$ cat config.mk
export PLATFORM = sky130hd
export DESIGN_NAME = stft_sample_feeder
export DESIGN_NICKNAME = d
export VERILOG_FILES = /design/src/rtl/stft_sample_feeder.sv
export SDC_FILE = /design/constraint.sdc
export NUM_CORES = 2
export LEC_CHECK = 0
export ABC_CLOCK_PERIOD_IN_PS = 4100
export CAP_MARGIN = 20
export CORE_ASPECT_RATIO = 1.1
export CORE_MARGIN = 1.5
export CORE_UTILIZATION = 40
export DETAILED_ROUTE_END_ITERATION = 10
export SLEW_MARGIN = 20
export SYNTH_ARGS = -nofsm -noshare
export SYNTH_HDL_FRONTEND = slang
export SYNTH_MEMORY_MAX_BITS = 65536
export SYNTH_SLANG_ARGS = --single-unit
$ cat constraint.sdc
create_clock -name clk -period 4.1 [get_ports clk]
set_input_delay 0.82 -clock clk [delete_from_list [all_inputs] [get_ports clk]]
set_output_delay 0.82 -clock clk [all_outputs]
set_load 0.01 [all_outputs]
$ cat src/rtl/stft_sample_feeder.sv
// stft_sample_feeder: buffers front-end samples, keeps the FFT_SIZE-deep history and paces start_compute to the STFT sweep.
// Build option STFT_FEEDER_WARMUP_EN: pulse from the first sample, with oldest_sample_out masked to 0 during warm-up.
module stft_sample_feeder #(
  parameter int unsigned WORD_WIDTH = 16,
  parameter int unsigned FFT_SIZE   = 256,
  parameter int unsigned FIFO_DEPTH = 4
) (
  input  logic                        clk,
  input  logic                        reset_n,
  input  logic                        in_valid,
  output logic                        in_ready,
  input  logic [WORD_WIDTH-1:0]       in_sample,
  input  logic                        compute_busy,
  output logic                        start_compute,
  output logic [WORD_WIDTH-1:0]       sample_out,
  output logic [WORD_WIDTH-1:0]       oldest_sample_out,
  output logic [$clog2(FFT_SIZE)-1:0] wr_ptr,
  output logic                        overrun,
  input  logic                        clear_overrun
);

  localparam int unsigned ADDR_W = $clog2(FFT_SIZE);
  localparam int unsigned FILL_W = ADDR_W + 1;
  localparam int unsigned FPTR_W = $clog2(FIFO_DEPTH);
  localparam int unsigned FCNT_W = FPTR_W + 1;

  typedef enum logic [2:0] {S_IDLE, S_READ, S_ISSUE, S_HOLD, S_WAIT} state_e;

  state_e state_q, state_d;

  logic [WORD_WIDTH-1:0] fifo_mem [FIFO_DEPTH];
  logic [FPTR_W-1:0]     fifo_rd_q, fifo_rd_d, fifo_wr_q, fifo_wr_d;
  logic [FCNT_W-1:0]     fifo_cnt_q, fifo_cnt_d;
  logic                  in_ready_q, in_ready_d;
  logic                  push, pop;

  logic [WORD_WIDTH-1:0] ram [FFT_SIZE];
  logic [WORD_WIDTH-1:0] ram_rdata_q;
  logic                  ram_we;

  logic [WORD_WIDTH-1:0] sample_q, sample_d, sample_out_q, sample_out_d;
  logic [WORD_WIDTH-1:0] oldest_q, oldest_d, oldest_masked;
  logic [ADDR_W-1:0]     wr_ptr_q, wr_ptr_d;
  logic [FILL_W-1:0]     fill_q, fill_d;
  logic                  hist_full, pulse_en, latch_out;
  logic                  start_q, start_d, overrun_q, overrun_d;

  assign in_ready          = in_ready_q;
  assign start_compute     = start_q;
  assign sample_out        = sample_out_q;
  assign oldest_sample_out = oldest_q;
  assign wr_ptr            = wr_ptr_q;
  assign overrun           = overrun_q;

  // Input FIFO pointers and occupancy; in_ready is the registered not-full of the next count.
  assign push = in_valid && in_ready_q;

  always_comb begin
    fifo_wr_d  = fifo_wr_q;
    fifo_rd_d  = fifo_rd_q;
    fifo_cnt_d = fifo_cnt_q;
    if (push) fifo_wr_d = fifo_wr_q + FPTR_W'(1);
    if (pop)  fifo_rd_d = fifo_rd_q + FPTR_W'(1);
    if (push && !pop)      fifo_cnt_d = fifo_cnt_q + FCNT_W'(1);
    else if (pop && !push) fifo_cnt_d = fifo_cnt_q - FCNT_W'(1);
    in_ready_d = (fifo_cnt_d != FCNT_W'(FIFO_DEPTH));
  end

  assign hist_full = (fill_q == FILL_W'(FFT_SIZE));

`ifdef STFT_FEEDER_WARMUP_EN
  assign pulse_en      = 1'b1;
  assign oldest_masked = hist_full ? ram_rdata_q : '0;
`else
  assign pulse_en      = hist_full;
  assign oldest_masked = ram_rdata_q;
`endif

  // Sequencer: pop, read the departing sample, issue, then wait out the STFT sweep.
  always_comb begin
    state_d   = state_q;
    pop       = 1'b0;
    latch_out = 1'b0;
    ram_we    = 1'b0;
    start_d   = 1'b0;
    case (state_q)
      S_IDLE: begin
        if (fifo_cnt_q != FCNT_W'(0)) begin
          pop     = 1'b1;
          state_d = S_READ;
        end
      end
      S_READ: begin
        latch_out = 1'b1;
        start_d   = pulse_en;
        state_d   = S_ISSUE;
      end
      S_ISSUE: begin
        ram_we  = 1'b1;
        state_d = S_HOLD;
      end
      S_HOLD:  state_d = S_WAIT;
      S_WAIT: begin
        if (!compute_busy) state_d = S_IDLE;
      end
      default: state_d = S_IDLE;
    endcase
  end

  always_comb begin
    sample_d     = pop ? fifo_mem[fifo_rd_q] : sample_q;
    sample_out_d = latch_out ? sample_q : sample_out_q;
    oldest_d     = latch_out ? oldest_masked : oldest_q;
    wr_ptr_d     = ram_we ? wr_ptr_q + ADDR_W'(1) : wr_ptr_q;
    fill_d       = (ram_we && !hist_full) ? fill_q + FILL_W'(1) : fill_q;
    overrun_d    = (in_valid && !in_ready_q) ? 1'b1 : (clear_overrun ? 1'b0 : overrun_q);
  end

  // Storage arrays carry no reset; validity comes from the FIFO count and fill_q.
  always_ff @(posedge clk) begin
    if (push)   fifo_mem[fifo_wr_q] <= in_sample;
    if (ram_we) ram[wr_ptr_q]       <= sample_q;
    if (pop)    ram_rdata_q         <= ram[wr_ptr_q];
  end

  always_ff @(posedge clk or negedge reset_n) begin
    if (!reset_n) begin
      state_q      <= S_IDLE;
      fifo_rd_q    <= '0;
      fifo_wr_q    <= '0;
      fifo_cnt_q   <= '0;
      in_ready_q   <= 1'b1;
      sample_q     <= '0;
      sample_out_q <= '0;
      oldest_q     <= '0;
      wr_ptr_q     <= '0;
      fill_q       <= '0;
      start_q      <= 1'b0;
      overrun_q    <= 1'b0;
    end else begin
      state_q      <= state_d;
      fifo_rd_q    <= fifo_rd_d;
      fifo_wr_q    <= fifo_wr_d;
      fifo_cnt_q   <= fifo_cnt_d;
      in_ready_q   <= in_ready_d;
      sample_q     <= sample_d;
      sample_out_q <= sample_out_d;
      oldest_q     <= oldest_d;
      wr_ptr_q     <= wr_ptr_d;
      fill_q       <= fill_d;
      start_q      <= start_d;
      overrun_q    <= overrun_d;
    end
  end

endmodule

# Yosys cells after proc, flatten, opt, wreduce, memory -nomap -nowiden

Memory sizes are Yosys's and may differ from the RTL's. A register that Yosys moved wholly into a read port is not among the register bits.
Index checks and enable logic that the tools add are counted.

$add $sub $neg: 6
$mul: 0
Divide/modulo/power cells: 0
Order comparisons: 0
Equality and inequality tests: 8
Shift operators: 0
Multiplexer cells: 16
Bitwise logic cells: 0
Reduce and logical (&&, ||, !) cells: 14

Operator list:

| cell                                                 | count |
|---|---|
| one-hot mux 3 bit (5 select lines)                   | 1 |
| two-way mux 3 bit                                    | 4 |
| two-way mux 1 bit                                    | 11 |
| adder 9 x 1 -> 9 bit (second input constant)         | 1 |
| equality test 9 bit (second input constant)          | 1 |
| adder 8 x 1 -> 8 bit (second input constant)         | 1 |
| equality test 3 x 2 -> 1 bit (second input constant) | 2 |
| logical AND 1 bit                                    | 5 |
| zero test 1 bit                                      | 5 |
| adder 2 x 1 -> 2 bit (second input constant)         | 2 |
| != test 2 bit (second input constant)                | 2 |
| adder 3 x 1 -> 3 bit (second input constant)         | 1 |
| equality test 3 x 1 -> 1 bit (second input constant) | 1 |
| equality test 3 bit (second input constant)          | 1 |
| zero test 3 bit                                      | 1 |
| != test 3 bit (second input constant)                | 1 |
| nonzero test 3 bit                                   | 1 |
| subtractor 3 x 1 -> 3 bit (second input constant)    | 1 |
| AND reduction 2 bit                                  | 1 |
| nonzero test 2 bit                                   | 1 |

Flip-flop bits (word level): 62
Latch bits: 0
Memory bits (writable): 4160
Bits in read-only memories: 0
Bits of input ports: 21
Logic and storage cells: 57
Memories kept: 2

Memories:

| memory   | words | width | read ports | clocked after memory_dff | write ports | RTL line | text |
|---|---|---|---|---|---|---|---|
| ram      | 256   | 16    | 1          | 1                        | 1           | 37       | `logic [WORD_WIDTH-1:0] ram [FFT_SIZE];` |
| fifo_mem | 4     | 16    | 1          | 1                        | 1           | 31       | `logic [WORD_WIDTH-1:0] fifo_mem [FIFO_DEPTH];` |

# Depth between registers and ports, before layout

Depth after elaboration: 7
Gate-level depth with buffers: 9

# Worst setup path after synthesis

OpenSTA, ideal clock, no wires.

Path type: flip-flop to flip-flop
Start: register sample_q[0] (read register of fifo_mem)
End: memory ram[0][0] (data pin)
Setup time: 806 ps
Arrival: 3194 ps
Required time: 3294 ps
Setup slack: 101 ps
Stages on the path, launching flop included: 1
Cells stage by stage: dfrtp_1

RTL lines:

| what               | RTL line | text |
|---|---|---|
| start: declaration | 41       | `logic [WORD_WIDTH-1:0] sample_q, sample_d, sample_out_q, sample_out_d;` |
| end: declaration   | 37       |  |

No word-level cell before the write port.

==> impl_table.tex <==
\begin{tabular}{lr}
\hline
Metric & Value \\
\hline
\multicolumn{2}{l}{\textbf{Outcome}} \\
\quad Run status & finished, final reports clean \\
\multicolumn{2}{l}{\textbf{Logic synthesis}} \\
\quad Flip-flop and latch count after synthesis & 4254 \\
\quad Number of enable-type register cells in the synthesized netlist & 4176 \\
\quad Sequential area share after synthesis & 0.792 \\
\quad Combinational family with the most area after synthesis & multiplexers \\
\quad Library cells used by synthesis & 40 \\
\quad Cell area after synthesis & 0.161 mm\^{}2 \\
\quad Post-Syn Instances & 7047 \\
\quad Multiplexer area fraction after synthesis & 0.148 \\
\quad Yosys synthesis warning count & 0 \\
\quad Post-Synth Adder-Cell Area & 0.00114 \\
\quad Cell types with the largest area share after synthesis & sky130\_fd\_sc\_hd\_\_edfxtp\_1, sky130\_fd\_sc\_hd\_\_mux4\_2, sky130\_fd\_sc\_hd\_\_a22oi\_1 \\
\quad Compound-Gate Fraction of Synth Area & 0.0356 \\
\quad Top cells by count, synth & sky130\_fd\_sc\_hd\_\_edfxtp\_1, sky130\_fd\_sc\_hd\_\_mux4\_2, sky130\_fd\_sc\_hd\_\_a22oi\_1, sky130\_fd\_sc\_hd\_\_clkbuf\_1, sky130\_fd\_sc\_hd\_\_nor2\_1 \\
\quad Post-Synthesis Mean Instance Area & 22.8 um\^{}2 \\
\quad Synthesized-area fraction occupied by xor and xnor cells & 0.00114 \\
\quad Share of the synthesized area in the top cell type & 0.780 \\
\quad Cell taking the most area after synthesis & sky130\_fd\_sc\_hd\_\_edfxtp\_1 \\
\quad Syn Nets & 7081 \\
\quad Ys flop type & sky130\_fd\_sc\_hd\_\_edfxtp\_1 \\
\quad Simple logic cell fraction of the synthesized area & 0.0105 \\
\quad Most numerous cell in the Yosys netlist & sky130\_fd\_sc\_hd\_\_edfxtp\_1 \\
\quad Synth async-reset ratio & 0.0183 \\
\multicolumn{2}{l}{\textbf{Critical path}} \\
\quad Data required, critical path & 4.81 ns \\
\quad Largest delay share family, worst path & compound AO/OA/AOI/OAI gates \\
\quad Crit Path Class & reg2reg \\
\quad Worst Path Max Fanout & 24 \\
\quad Stage delay of the slowest cell on the critical path & 0.98 ns \\
\quad Worst Setup SP & wr\_ptr[0] \\
\quad Cell breakdown of the critical path & buf\_12, buf\_12, buf\_12, buf\_4, mux4\_2, a22oi\_1, a21oi\_1, o41ai\_1, buf\_4, nand4\_1 \\
\quad Crit. path cell count & 10 \\
\quad Critical path's most frequent cell & sky130\_fd\_sc\_hd\_\_buf\_12 \\
\quad Critical Path Slowest Stage Cell & sky130\_fd\_sc\_hd\_\_o41ai\_1 \\
\quad Worst path arrival time & 4.72 ns \\
\quad Worst reg2reg path startpoint & wr\_ptr[0] \\
\quad FF-to-FF End & oldest\_masked[14] \\
\quad Kind of start point of the critical path & flip-flop \\
\quad Type of element capturing the critical path & flip-flop \\
\quad Worst Path Buf+Inv & 5 \\
\quad Reg2Reg Setup Slack & 0.1 ns \\
\quad Reg2reg path depth & 10 \\
\multicolumn{2}{l}{\textbf{Power}} \\
\quad VDD IR max & 0.517 mV \\
\quad Leakage component of the power & 58.5 nW \\
\quad Post-route total power & 130 mW \\
\quad Power density cells & 695 mW/mm\^{}2 \\
\multicolumn{2}{l}{\textbf{CTS}} \\
\quad Clock Sinks & 4254 \\
\quad Number of buffers created by CTS & 408 \\
\quad Largest buffer count on any clock path & 4 \\
\quad Clock tree from TritonCTS & yes \\
\quad CTS Root Buffer Type & sky130\_fd\_sc\_hd\_\_clkbuf\_16 \\
\quad Clock insertion delay at the later pin of the skew report & 1.00 ns \\
\quad Maximum level of the CTS H-tree & 5 \\
\quad Clock-pin transition on the worst setup and hold timing paths & 0.07 ns \\
\multicolumn{2}{l}{\textbf{Timing}} \\
\quad RSZ-0062 raised after global routing & no \\
\quad Hold Violations, Final & 0 \\
\quad Max Clk Rate & 250 MHz \\
\quad Worst slew pin tran & 1.13 ns \\
\quad Time the worst path needs with I/O delays and setup & 4.00 ns \\
\quad Max-slew headroom & 0.250 \\
\quad Pins over their slew limit & 0 \\
\quad Final clock period utilization by the worst path & 0.976 \\
\quad Final Hold Slack & 0.420 ns \\
\quad Max Clock Skew & 0.0800 ns \\
\quad Number of setup violations in the final report & 0 \\
\multicolumn{2}{l}{\textbf{Global route}} \\
\quad Number of global-route vias before repair & 79800 \\
\quad Overall global routing resource usage & 0.208 \\
\quad Global-route wire length before repair & 608 mm \\
\quad Largest net degree at the start of global routing & 137 \\
\quad Number of antenna violations at the first check in global routing & 18 \\
\quad Residual overflow from global routing & 0 \\
\multicolumn{2}{l}{\textbf{Drt}} \\
\quad Final routed DRC violation total & 0 \\
\quad Count of vias placed by the detailed router & 78400 \\
\quad Final ANT Viol Nets & 0 \\
\quad Number of DRC markers after the initial detailed-route iteration & 9965 \\
\quad Ratio of routed vias to standard cells & 5.84 \\
\quad Detailed Route WL & 429 mm \\
\quad Iteration count of the initial detailed-routing pass & 7 \\
\quad Routed len/inst & 31.9 um \\
\multicolumn{2}{l}{\textbf{Floorplan}} \\
\quad Die area & 0.406 mm\^{}2 \\
\quad Area of the placeable core & 0.401 mm\^{}2 \\
\quad Number of placement rows & 244 \\
\quad Num ports & 64 \\
\quad Die boundary height & 668 um \\
\quad Width of the die & 608 um \\
\quad Initial Utilization & 0.401 \\
\multicolumn{2}{l}{\textbf{Finish}} \\
\quad Layout area overhead & 16.3\% \\
\quad Number of fillers in the final layout & 32500 \\
\quad Net count reported at finish & 7833 \\
\quad Share of post-route cells with drive strength above 1 & 0.300 \\
\quad Utilization of the core after routing & 0.467 \\
\multicolumn{2}{l}{\textbf{Place}} \\
\quad Count of buffers from port buffering & 63 \\
\quad Final RePlAce weighted congestion & 0.836 \\
\quad HPWL after detailed placement & 263 mm \\
\multicolumn{2}{l}{\textbf{Worst hold path}} \\
\quad Min-Delay Endpoint & overrun \\
\quad Cells on Worst Hold Path & 2 \\
\quad Min-Delay Startpoint & clear\_overrun \\
\quad Worst Hold Class & in2reg \\
\multicolumn{2}{l}{\textbf{Flow run}} \\
\quad Max Cap Violations & 0 \\
\hline
\end{tabular}
-- cell type report --
cell class	instances	area, um^2	share of cell area
Sequential cell	4254	127000	0.681
Multi-Input combinational cell	2354	32000	0.171
Clock buffer	499	10700	0.0572
Timing Repair Buffer	768	7420	0.0397
Tap cell	5289	6620	0.0354
Clock inverter	260	2820	0.0151
Inverter	13	48.8	0.000261
Antenna cell	5	12.5	0.0000669
-- worst reg2reg max path, delay by kind of cell, from the launching register on --
kind | cells | cell delay, ns
buffers and inverters | 5 | 1.16
DFF | 1 | 0.45
AOI/OAI and AO/OA | 3 | 1.52
and+or+nand+nor | 1 | 0.09
muxes | 1 | 0.50
-- per-layer routing --
| layer | part of all wire | vias up | GRT usage |
|---|---|---|---|
| met5 | 0.00029 | - | 0 |
| met4 | 0.034 | 18 | 0.0659 |
| met3 | 0.078 | 604 | 0.0317 |
| met2 | 0.49 | 3553 | 0.348 |
| met1 | 0.39 | 42600 | 0.282 |
| li1 | - | 31700 | - |
-- sequential cells by signal, indices dropped and copies added (netlist names) --
signal and count:
sample_q 16, start_compute 1, fill_q 9, overrun 1
fifo_wr_q 2, oldest_sample_out 16, wr_ptr 8, state_q 3
oldest_masked 16, in_ready 1, fifo_cnt_q 3, ram 4096
fifo_rd_q 2, sample_out 16, fifo_mem 64
-- power by group --
group	total, mW	internal [mW]	switching [mW]
registers	56.3	54.4	1.90
logic	35.6	13.7	22.0
clock network	38.0	21.5	16.5
-- placed cells by master, fill, tap and decap left out, types with 22 or more instances in the layout --
cell type / netlist / final
sky130_fd_sc_hd__o41ai_1: 64 / 38
sky130_fd_sc_hd__nor2_1: 260 / 257
sky130_fd_sc_hd__buf_12: 0 / 115
sky130_fd_sc_hd__nand4_1: 22 / 22
sky130_fd_sc_hd__bufinv_16: 0 / 45
sky130_fd_sc_hd__edfxtp_1: 4176 / 4176
sky130_fd_sc_hd__clkbuf_1: 268 / 77
sky130_fd_sc_hd__buf_4: 21 / 586
sky130_fd_sc_hd__mux2_2: 32 / 32
sky130_fd_sc_hd__clkinv_2: 0 / 76
sky130_fd_sc_hd__clkbuf_16: 0 / 409
sky130_fd_sc_hd__a22oi_1: 512 / 512
sky130_fd_sc_hd__o41ai_2: 0 / 23
sky130_fd_sc_hd__clkdlybuf4s50_1: 0 / 62
sky130_fd_sc_hd__a21oi_1: 256 / 256
sky130_fd_sc_hd__nand2_1: 75 / 74
sky130_fd_sc_hd__clkinv_1: 0 / 96
sky130_fd_sc_hd__mux4_2: 1040 / 1040
sky130_fd_sc_hd__dfrtp_1: 77 / 58
-- worst max path at each step --
| stage | end | slack [ns] |
|---|---|---|
| detailed placement | oldest_masked[3] | -0.22 |
| finish | oldest_masked[14] | 0.1 |
| global route | oldest_masked[13] | 0.04 |
| floorplan | ram[0][0] | 0.10 |
| CTS | oldest_masked[0] | 0.06 |
| global placement | oldest_masked[3] | -0.90 |
-- timing repair --
action / in CTS / in global routing
hold endpoints to repair: 22 / 0
hold buffers: 1 / 0
endpoints found under the setup margin: 12 / 2
setup buffers: 2 / 0
gates resized for setup: 3 / 2
-- stage by stage --
stage	TNS [ns]	cells	instance area [um^2]	setup WS [ns]
floorplan	0	7047	161000	0.101
global placement	-2.97	12700	173000	-0.903
detailed placement	-1.41	12700	173000	-0.219
CTS	0	13400	187000	0.0605
global route	0	13400	187000	0.0356
finish	0	13400	187000	0.0964
-- cells by family after synthesis --
kind of cell / count (synthesis)
buffers and inverters: 439
XOR/XNOR: 21
adder cells (fa/ha/maj): 15
AO/OA/AOI/OAI: 839
multiplexers: 1074
flip-flops: 4254
AND/OR/NAND/NOR: 405
Power figures use the tool's default switching activity.
